`src/rtl/divider_if.sv`:
```
// divider_if: start/operand/result bundle between execute-stage control and the divider.
interface divider_if;
  logic        start, signed_div, cancel, busy, done;
  logic [31:0] dividend, divisor, quotient, remainder;
  modport master (output start, signed_div, dividend, divisor, cancel, input busy, done, quotient, remainder);
  modport slave  (input start, signed_div, dividend, divisor, cancel, output busy, done, quotient, remainder);
endinterface

```
`src/rtl/divider.sv`:
```
// divider: iterative radix-2 restoring 32-bit DIV/DIVU divider, 33-cycle latency.
// DIVIDER_EARLY_OUT_EN: divide-by-zero and |dividend| < |divisor| finish in one cycle.
module divider (
  input logic clk,
  input logic rst,
  divider_if.slave bus
);
  typedef enum logic [1:0] {IDLE, CALC, DONE} state_t;
  state_t      state, state_nx;
  logic [5:0]  cnt;
  logic [31:0] r, q, dvs, dvd, a_mag, b_mag, q_nx, r_nx, q_fin, r_fin, quotient, remainder;
  logic [32:0] part, diff;
  logic        sq, sr, zero, accept, early;
  assign a_mag  = (bus.signed_div & bus.dividend[31]) ? -bus.dividend : bus.dividend;
  assign b_mag  = (bus.signed_div & bus.divisor[31]) ? -bus.divisor : bus.divisor;
  assign accept = state == IDLE & bus.start & ~bus.cancel;
`ifdef DIVIDER_EARLY_OUT_EN
  assign early  = bus.divisor == 32'd0 || a_mag < b_mag;
`else
  assign early  = 1'b0;
`endif
  assign part  = {r, q[31]};
  assign diff  = part - {1'b0, dvs};
  assign r_nx  = diff[32] ? part[31:0] : diff[31:0];
  assign q_nx  = {q[30:0], ~diff[32]};
  // divide-by-zero bypasses sign correction: all-ones quotient, raw dividend
  assign q_fin = zero ? '1 : sq ? -q_nx : q_nx;
  assign r_fin = zero ? dvd : sr ? -r_nx : r_nx;
  assign bus.busy      = state != IDLE;
  assign bus.done      = state == DONE;
  assign bus.quotient  = quotient;
  assign bus.remainder = remainder;
  always_comb
    state_nx = bus.cancel ? IDLE :
               state == IDLE ? (bus.start ? (early ? DONE : CALC) : IDLE) :
               state == CALC ? (cnt == 6'd31 ? DONE : CALC) : IDLE;
  always_ff @(posedge clk or posedge rst)
    if (rst) state <= IDLE;
    else state <= state_nx;
  always_ff @(posedge clk or posedge rst)
    if (rst) begin
      cnt <= '0;
      r <= '0;
      q <= '0;
      dvs <= '0;
      dvd <= '0;
      sq <= 1'b0;
      sr <= 1'b0;
      zero <= 1'b0;
      quotient <= '0;
      remainder <= '0;
    end else if (accept) begin
      cnt <= '0;
      r <= '0;
      q <= a_mag;
      dvs <= b_mag;
      dvd <= bus.dividend;
      sq <= bus.signed_div & (bus.dividend[31] ^ bus.divisor[31]);
      sr <= bus.signed_div & bus.dividend[31];
      zero <= bus.divisor == 32'd0;
      if (early) begin
        quotient <= bus.divisor == 32'd0 ? '1 : '0;
        remainder <= bus.dividend;
      end
    end else if (state == CALC && !bus.cancel) begin
      cnt <= cnt + 6'd1;
      r <= r_nx;
      q <= q_nx;
      if (cnt == 6'd31) begin
        quotient <= q_fin;
        remainder <= r_fin;
      end
    end
endmodule

```
`src/flat_wrapper.sv`:
```
// flat-port wrapper written by rule: the top's interface ports become plain ports
module divider_flat 
  (clk, rst, bus_start, bus_signed_div, bus_dividend, bus_divisor, bus_cancel, bus_busy, bus_done, bus_quotient, bus_remainder);
  divider_if bus_i ();
  input logic clk;
  input logic rst;
  input wire logic [$bits(bus_i.start)-1:0] bus_start;
  input wire logic [$bits(bus_i.signed_div)-1:0] bus_signed_div;
  input wire logic [$bits(bus_i.dividend)-1:0] bus_dividend;
  input wire logic [$bits(bus_i.divisor)-1:0] bus_divisor;
  input wire logic [$bits(bus_i.cancel)-1:0] bus_cancel;
  output wire logic [$bits(bus_i.busy)-1:0] bus_busy;
  output wire logic [$bits(bus_i.done)-1:0] bus_done;
  output wire logic [$bits(bus_i.quotient)-1:0] bus_quotient;
  output wire logic [$bits(bus_i.remainder)-1:0] bus_remainder;
  assign bus_i.start = bus_start;
  assign bus_i.signed_div = bus_signed_div;
  assign bus_i.dividend = bus_dividend;
  assign bus_i.divisor = bus_divisor;
  assign bus_i.cancel = bus_cancel;
  assign bus_busy = bus_i.busy;
  assign bus_done = bus_i.done;
  assign bus_quotient = bus_i.quotient;
  assign bus_remainder = bus_i.remainder;
  divider u_core (.clk(clk), .rst(rst), .bus(bus_i));
endmodule
```
`config.mk`:
```
export PLATFORM = sky130hd
export DESIGN_NAME = divider_flat
export DESIGN_NICKNAME = d
export VERILOG_FILES = /design/src/rtl/divider_if.sv /design/src/rtl/divider.sv /design/src/flat_wrapper.sv
export SDC_FILE = /design/constraint.sdc
export NUM_CORES = 1
export LEC_CHECK = 0
export ABC_AREA = 1
export CORE_MARGIN = 3
export CORE_UTILIZATION = 33
export DETAILED_ROUTE_END_ITERATION = 16
export GPL_TIMING_DRIVEN = 0
export SLEW_MARGIN = 20
export SYNTH_ARGS = -nofsm -noshare
export SYNTH_HDL_FRONTEND = slang
export SYNTH_SLANG_ARGS = --single-unit
```
`constraint.sdc`:
```
create_clock -name clk -period 6 [get_ports clk]
set_input_delay 0.6 -clock clk [delete_from_list [all_inputs] [get_ports clk]]
set_output_delay 0.6 -clock clk [all_outputs]
set_load 0.01 [all_outputs]
```
==> impl_metrics.py, run 1 <==
metrics = {
    "run_status": {
        "outcome": "complete, no violations",
    },
    "global_route": {
        "grt_max_degree": 35,
        "antenna_found_initial": 0,
        "grt_use_total_pct": 23.2,
        "overflow": 0,
        "grt_pass1_wl_mm": 85.3,
        "grt_pass1_vias": 14800,
    },
    "synthesis": {
        "synthCells": 2260,
        "synth_top_family_by_area": "simple AND/OR/NAND/NOR gates",
        "synth_edf_count": 0,
        "async_flop_share_pct": 100,
        "syn_area_um2": 14700,
        "synth_seq_area_share_pct": 34.5,
        "syn_nets": 2367,
        "synth-simple-area-share_pct": 35.5,
        "muxShareOfSynthArea_pct": 0,
        "synth_fa_ha_area_share_pct": 3.28,
        "synth-main-ff-cell": "dfrtp_1",
        "yosysWarningCount": 0,
        "syn_area_per_cell_um2": 6.52,
        "synthXorXnorAreaFrac_pct": 2.85,
        "yosysUniqueCellTypes": 52,
        "yosys_register_bits": 203,
        "synth_compound_area_share_pct": 12.7,
    },
    "critical_path": {
        "cpMostUsedCell": "inv_1",
        "path_class": "reg -> reg",
        "critPathCaptureType": "register",
        "crit_path_top_delay_cell": "fa_1",
        "cp-start-kind": "register",
        "slowest_delay_ns": 0.43,
        "cp_max_fo": 10,
        "worst-endpoint-arrival_ns": 5.20,
        "required_ns": 6.48,
    },
    "finish": {
        "final_nets": 2536,
        "layout-drive-gt1-share_pct": 5.15,
        "fin_cells": 3033,
        "fin_util_pct": 40.9,
        "fillers": 4786,
        "final_cell_mix": "nand2_1 (726), inv_1 (332), nor2_1 (216), dfrtp_1 (203), nand3_1 (178)",
        "layout_commonest_cell": "nand2_1",
        "syn_to_final_growth_pct": 20.9,
    },
    "drt": {
        "drt_iter0_markers": 1380,
        "drcViolationCount": 0,
        "vias": 15500,
        "wl_met3_mm": 4.11,
        "firstDrtPassIters": 5,
        "routed-wl-met2_mm": 23.7,
        "top_layer": "met4",
        "drtAntennaViolNets": 0,
        "wl_met1_mm": 26.4,
        "wire_per_inst_um": 18.4,
        "routed_wl_mm": 55.7,
        "vias_per_cell": 5.12,
    },
    "pwr": {
        "power_density_nw_per_um2": 506,
        "power.total_mw": 9.01,
        "leakagePower_nw": 9.25,
        "ir_worst_vdd_mv": 0.319,
    },
    "clock_network": {
        "cts_tree": "built",
        "cts_hold_buffers": 0,
        "clockBufferDepth": 3,
        "clk_pin_slew_ns": 0.06,
        "ctsResizeCount": 0,
        "clk_latency_ns": 0.55,
        "cts_made_buffers": 26,
        "htree_levels": 1,
        "cts_setup_buffers": 0,
        "cts-root-buf": "clkbuf_16",
        "cts_sinks": 203,
    },
    "placement": {
        "hpwl_mm": 45.8,
        "globalplace.congestion": 0.994,
        "dp_cells": 2986,
        "io_buffers": 134,
    },
    "worst_hold_path": {
        "hp-class": "in -> async",
    },
    "sta": {
        "min_period_over_period_pct": 78.6,
        "finalSetupViolCount": 0,
        "clock_skew_ns": 0.0186,
        "max-slew-margin-rel_pct": 35.9,
        "rsz0062_at_grt": "no",
        "holdWs_ns": 0.438,
        "finalHoldViolCount": 0,
        "maxSlewViolCount": 0,
        "tns_ns": 0,
        "fmax_mhz": 212,
        "period_minus_slack_ns": 4.71,
        "tightest_slew_ns": 0.948,
    },
    "floorplan": {
        "rows": 76,
        "ios": 135,
        "die_area_um2": 47200,
        "fp.dieH_um": 217,
        "start_util_pct": 33.8,
        "core_area_um2": 43600,
        "die_w_um": 217,
    },
    "run": {
        "drv_cap": 0,
    },
}
metal layers:
layer	vias to the layer above	global-route usage, %
met5	-	0
met4	0	6.22
met3	81	3.83
met2	563	35.0
met1	7290	34.4
li1	7584	-
path summary, 6_finish.rpt:
kind	from	end	slack [ns]	depth (start not counted)
hold reg to reg	u_core.bus.remainder[7]	u_core.bus.remainder[7]	0.48	2
min in group clk	u_core.bus.remainder[7]	u_core.bus.remainder[7]	0.48	2
max in group asynchronous	rst	u_core.dvs[8]	4.63	5
setup / recovery	u_core.q[31]	u_core.bus.quotient[26]	1.29	32
hold / removal	rst	u_core.bus.remainder[2]	0.44	2
setup reg to reg	u_core.q[31]	u_core.bus.quotient[26]	1.29	32
layout make-up:
class | instances | area (um^2) | share of cell area [%]
multi-input cells | 1639 | 8000 | 44.9
flip-flops and latches | 203 | 5080 | 28.5
repair buffers | 141 | 1490 | 8.36
inverters | 340 | 1280 | 7.19
clock buffers | 34 | 752 | 4.22
well taps | 585 | 732 | 4.11
plain buffers | 78 | 370 | 2.08
clock inverters | 12 | 100 | 0.562
diodes | 1 | 2.50 | 0.0141
synthesized netlist by cell type, drive strengths merged (10+ instances only):
cell type	n	area [um^2]
a21oi	88	455
a31oi	22	138
buf	26	175
clkbuf	52	195
dfrtp	203	5080
ha	37	463
inv	337	1260
nand2	754	2930
nand3	182	946
nand3b	15	113
nand4	22	138
nor2	226	888
nor3	23	135
o2111ai	15	131
o211ai	10	75.1
o21ai	111	563
o22ai	46	288
xnor2	11	96.3
xor2	37	324
cells by family after synthesis:
group | count (synthesis)
AND/OR/NAND/NOR | 1234
flip-flops | 203
XOR/XNOR | 48
buffers and inverters | 418
AO/OA/AOI/OAI | 319
adder cells (fa/ha/maj) | 38
critical path, delay by kind of cell (launching register included):
family / cells / cell delay [ns]
buffers and inverters: 8 / 0.84
AOI/OAI and AO/OA: 2 / 0.29
xor gates and xnor gates: 1 / 0.20
and+or+nand+nor: 18 / 2.13
adders and majority gates: 3 / 0.83
DFF: 1 / 0.37
metrics by stage:
stage | instance area (um^2) | setup WS (ns)
after floorplan | 14700 | 2.15
after global placement | 16800 | 1.02
after detailed placement | 17000 | 1.36
after CTS | 17800 | 1.33
after global routing | 17800 | 0.753
final | 17800 | 1.29
power by group:
part	switching, mW	leakage [nW]	total [mW]	internal [mW]
Clock	0.634	0.429	1.56	0.923
Sequential	0.250	2.63	1.87	1.62
Combinational	3.82	6.19	5.58	1.76
sequential cells by signal, indices dropped and copies added, names as in the netlist:
name	count
u_core.bus.quotient	32
u_core.bus.remainder	32
u_core.cnt	6
u_core.dvd	32
u_core.dvs	32
u_core.q	32
u_core.r	32
u_core.sq	1
u_core.sr	1
u_core.state	2
u_core.zero	1
No activity file was read; power rests on OpenSTA's default activity.
==> run 2: changes to the inputs <==
- clock period: 6 -> 4.65 ns (I/O delays scaled with it)
==> impl_metrics.py, run 2 (same netlist as run 1, synthesis figures left out) <==
metrics = {
    "finish": {
        "fin_area_um2": 17800,
        "layout_commonest_cell": "nand2_1",
        "syn_to_final_growth_pct": 21.1,
        "fillers": 4788,
        "final_nets": 2536,
        "final_cell_mix": "nand2_1 (726), inv_1 (332), nor2_1 (214), dfrtp_1 (203), nand3_1 (177)",
        "layout-drive-gt1-share_pct": 5.39,
    },
    "critical_path": {
        "rr_startpoint": "u_core.dvs[27]",
        "r2r.worst_path.cells": 26,
        "r2r_end": "u_core.bus.quotient[26]",
        "cp_max_fo": 19,
        "path_class": "reg -> reg",
        "required_ns": 5.14,
        "critPathCaptureType": "register",
        "cp-start-kind": "register",
        "worst-endpoint-arrival_ns": 4.80,
        "reg2reg_slack_ns": 0.34,
    },
    "global_route": {
        "grt.met3_usage_pct": 3.83,
        "grt_max_degree": 35,
        "antenna_found_initial": 0,
        "gr-usage-met1_pct": 34.4,
        "busiest_layer": "met2",
        "grt_pass1_wl_mm": 85.3,
        "overflow": 0,
        "grt_pass1_vias": 14800,
        "grt_util_met2_pct": 35.0,
        "grt_use_total_pct": 23.2,
    },
    "worst_hold_path": {
        "hp-class": "in -> async",
    },
    "sta": {
        "fin_ws_ns": 0.336,
        "min_period_over_period_pct": 92.8,
        "maxSlewViolCount": 0,
        "clock_skew_ns": 0.0219,
        "tightest_slew_ns": 0.939,
        "max-slew-margin-rel_pct": 36.6,
        "fmax_mhz": 232,
        "finalSetupViolCount": 0,
        "finalHoldViolCount": 0,
        "period_minus_slack_ns": 4.31,
    },
    "placement": {
        "placed_area_um2": 17000,
        "hpwl_mm": 45.8,
        "place_worst_setup_slack_ns": 0.00551,
        "globalplace.congestion": 0.994,
        "io_buffers": 134,
    },
    "pwr": {
        "switchingPower_mw": 6.08,
        "switching_share_pct": 52.3,
        "power_frac_seq_pct": 20.8,
        "power.total_mw": 11.6,
        "leakagePower_nw": 9.25,
        "power_density_nw_per_um2": 652,
        "p_int_mw": 5.55,
        "power.share.clock_pct": 17.3,
        "ir_worst_vdd_mv": 0.412,
        "combPwrFrac_pct": 62.0,
    },
    "drt": {
        "firstDrtPassIters": 5,
        "vias_per_cell": 5.10,
        "wire_per_inst_um": 18.4,
        "drcViolationCount": 0,
        "routed_wl_mm": 55.8,
        "drt_iter0_markers": 1419,
        "drtAntennaViolNets": 0,
        "vias": 15500,
    },
    "clock_network": {
        "clockBufferDepth": 3,
        "htree_levels": 1,
        "cts_tree": "built",
        "clk_latency_ns": 0.56,
        "cts_sinks": 203,
        "cts-root-buf": "clkbuf_16",
        "cts_made_buffers": 26,
        "clk_pin_slew_ns": 0.06,
        "cts_hold_buffers": 0,
    },
    "floorplan": {
        "start_util_pct": 33.8,
        "rows": 76,
        "die_w_um": 217,
        "ios": 135,
        "fp.dieH_um": 217,
        "core_area_um2": 43600,
        "die_area_um2": 47200,
    },
    "run": {
        "drv_cap": 0,
    },
    "run_status": {
        "outcome": "complete, no violations",
    },
}
[run 2: worst max-delay path by stage]
stage / cells after the start / slack, ns / start / end
6_report: 26 / 0.34 / u_core.dvs[27] / u_core.bus.quotient[26]
5_1_grt: 31 / -0.002 / u_core.q[31] / u_core.bus.quotient[26]
4_1_cts: 32 / 0.11 / u_core.q[31] / u_core.bus.quotient[26]
3_5_place_dp: 32 / 0.006 / u_core.q[31] / u_core.bus.quotient[26]
3_3_place_gp: 2 / -0.20 / rst / u_core.dvs[11]
2_1_floorplan: 31 / 0.80 / u_core.dvs[0] / u_core.bus.quotient[26]
[run 2: per-layer routing]
layer  wire length [um]  up-vias
met4               1470        0
met1              26200     7247
li1                   -     7584
met3               4330       77
met5                  0        -
met2              23700      557
[run 2: final cells by class]
cell class	count	area (um^2)	area share [%]
multi-input combinational	1639	8030	45.0
sequential	203	5080	28.5
timing repair buffer	142	1500	8.39
inverter	340	1280	7.18
clock buffer	34	752	4.22
tap	585	732	4.10
buffer	77	359	2.01
clock inverter	12	100	0.561
antenna	2	5.00	0.0281
[run 2: power by group through the flow]
stage                     Sequential, mW  Combinational (mW)  Clock, mW
after detailed placement            2.44                7.08          0
final                               2.42                7.20       2.01
after global placement              2.43                7.03          0
after global routing                2.45                8.06       2.11
after floorplan                     2.30                5.17          0
after CTS                           2.41                7.12       2.04
[run 2: critical path, stage by stage (launching register included)]
cell and delay (ns):
dfrtp_1 0.38, inv_1 0.20, ha_1 0.34, a21oi_1 0.25, nand2_1 0.12, nand2_1 0.07, nand2_1 0.09, a21oi_4 0.25
nand3_2 0.20, nand2_4 0.15, buf_6 0.22, ha_1 0.20, inv_1 0.08, nor3_4 0.19, inv_1 0.12, nor2_4 0.12
nand3_2 0.10, nor2_1 0.14, nand3_1 0.11, inv_1 0.08, nand2_1 0.11, nor2_2 0.13, nand3_1 0.11, o21ai_2 0.15
xor2_1 0.19, o22ai_1 0.09, inv_1 0.07
[run 2: stage by stage]
step / TNS, ns / hold slack (ns) / utilization [%] / std cells
after detailed placement: 0 / 0.467 / 38.9 / 2986
after global placement: -34.98 / 0.466 / 38.6 / 2979
after floorplan: 0 / 0.444 / - / 2260
after global routing: -0.00182 / 0.330 / 40.9 / 3032
after CTS: 0 / 0.307 / 40.9 / 3032
final: 0 / 0.302 / 41.0 / 3034
[run 2: repair_timing]
item	CTS	global route
pin swaps	0	1
hold endpoints to repair	0	0
resized for setup	1	8
setup buffers	0	1
setup endpoints to repair	1	3
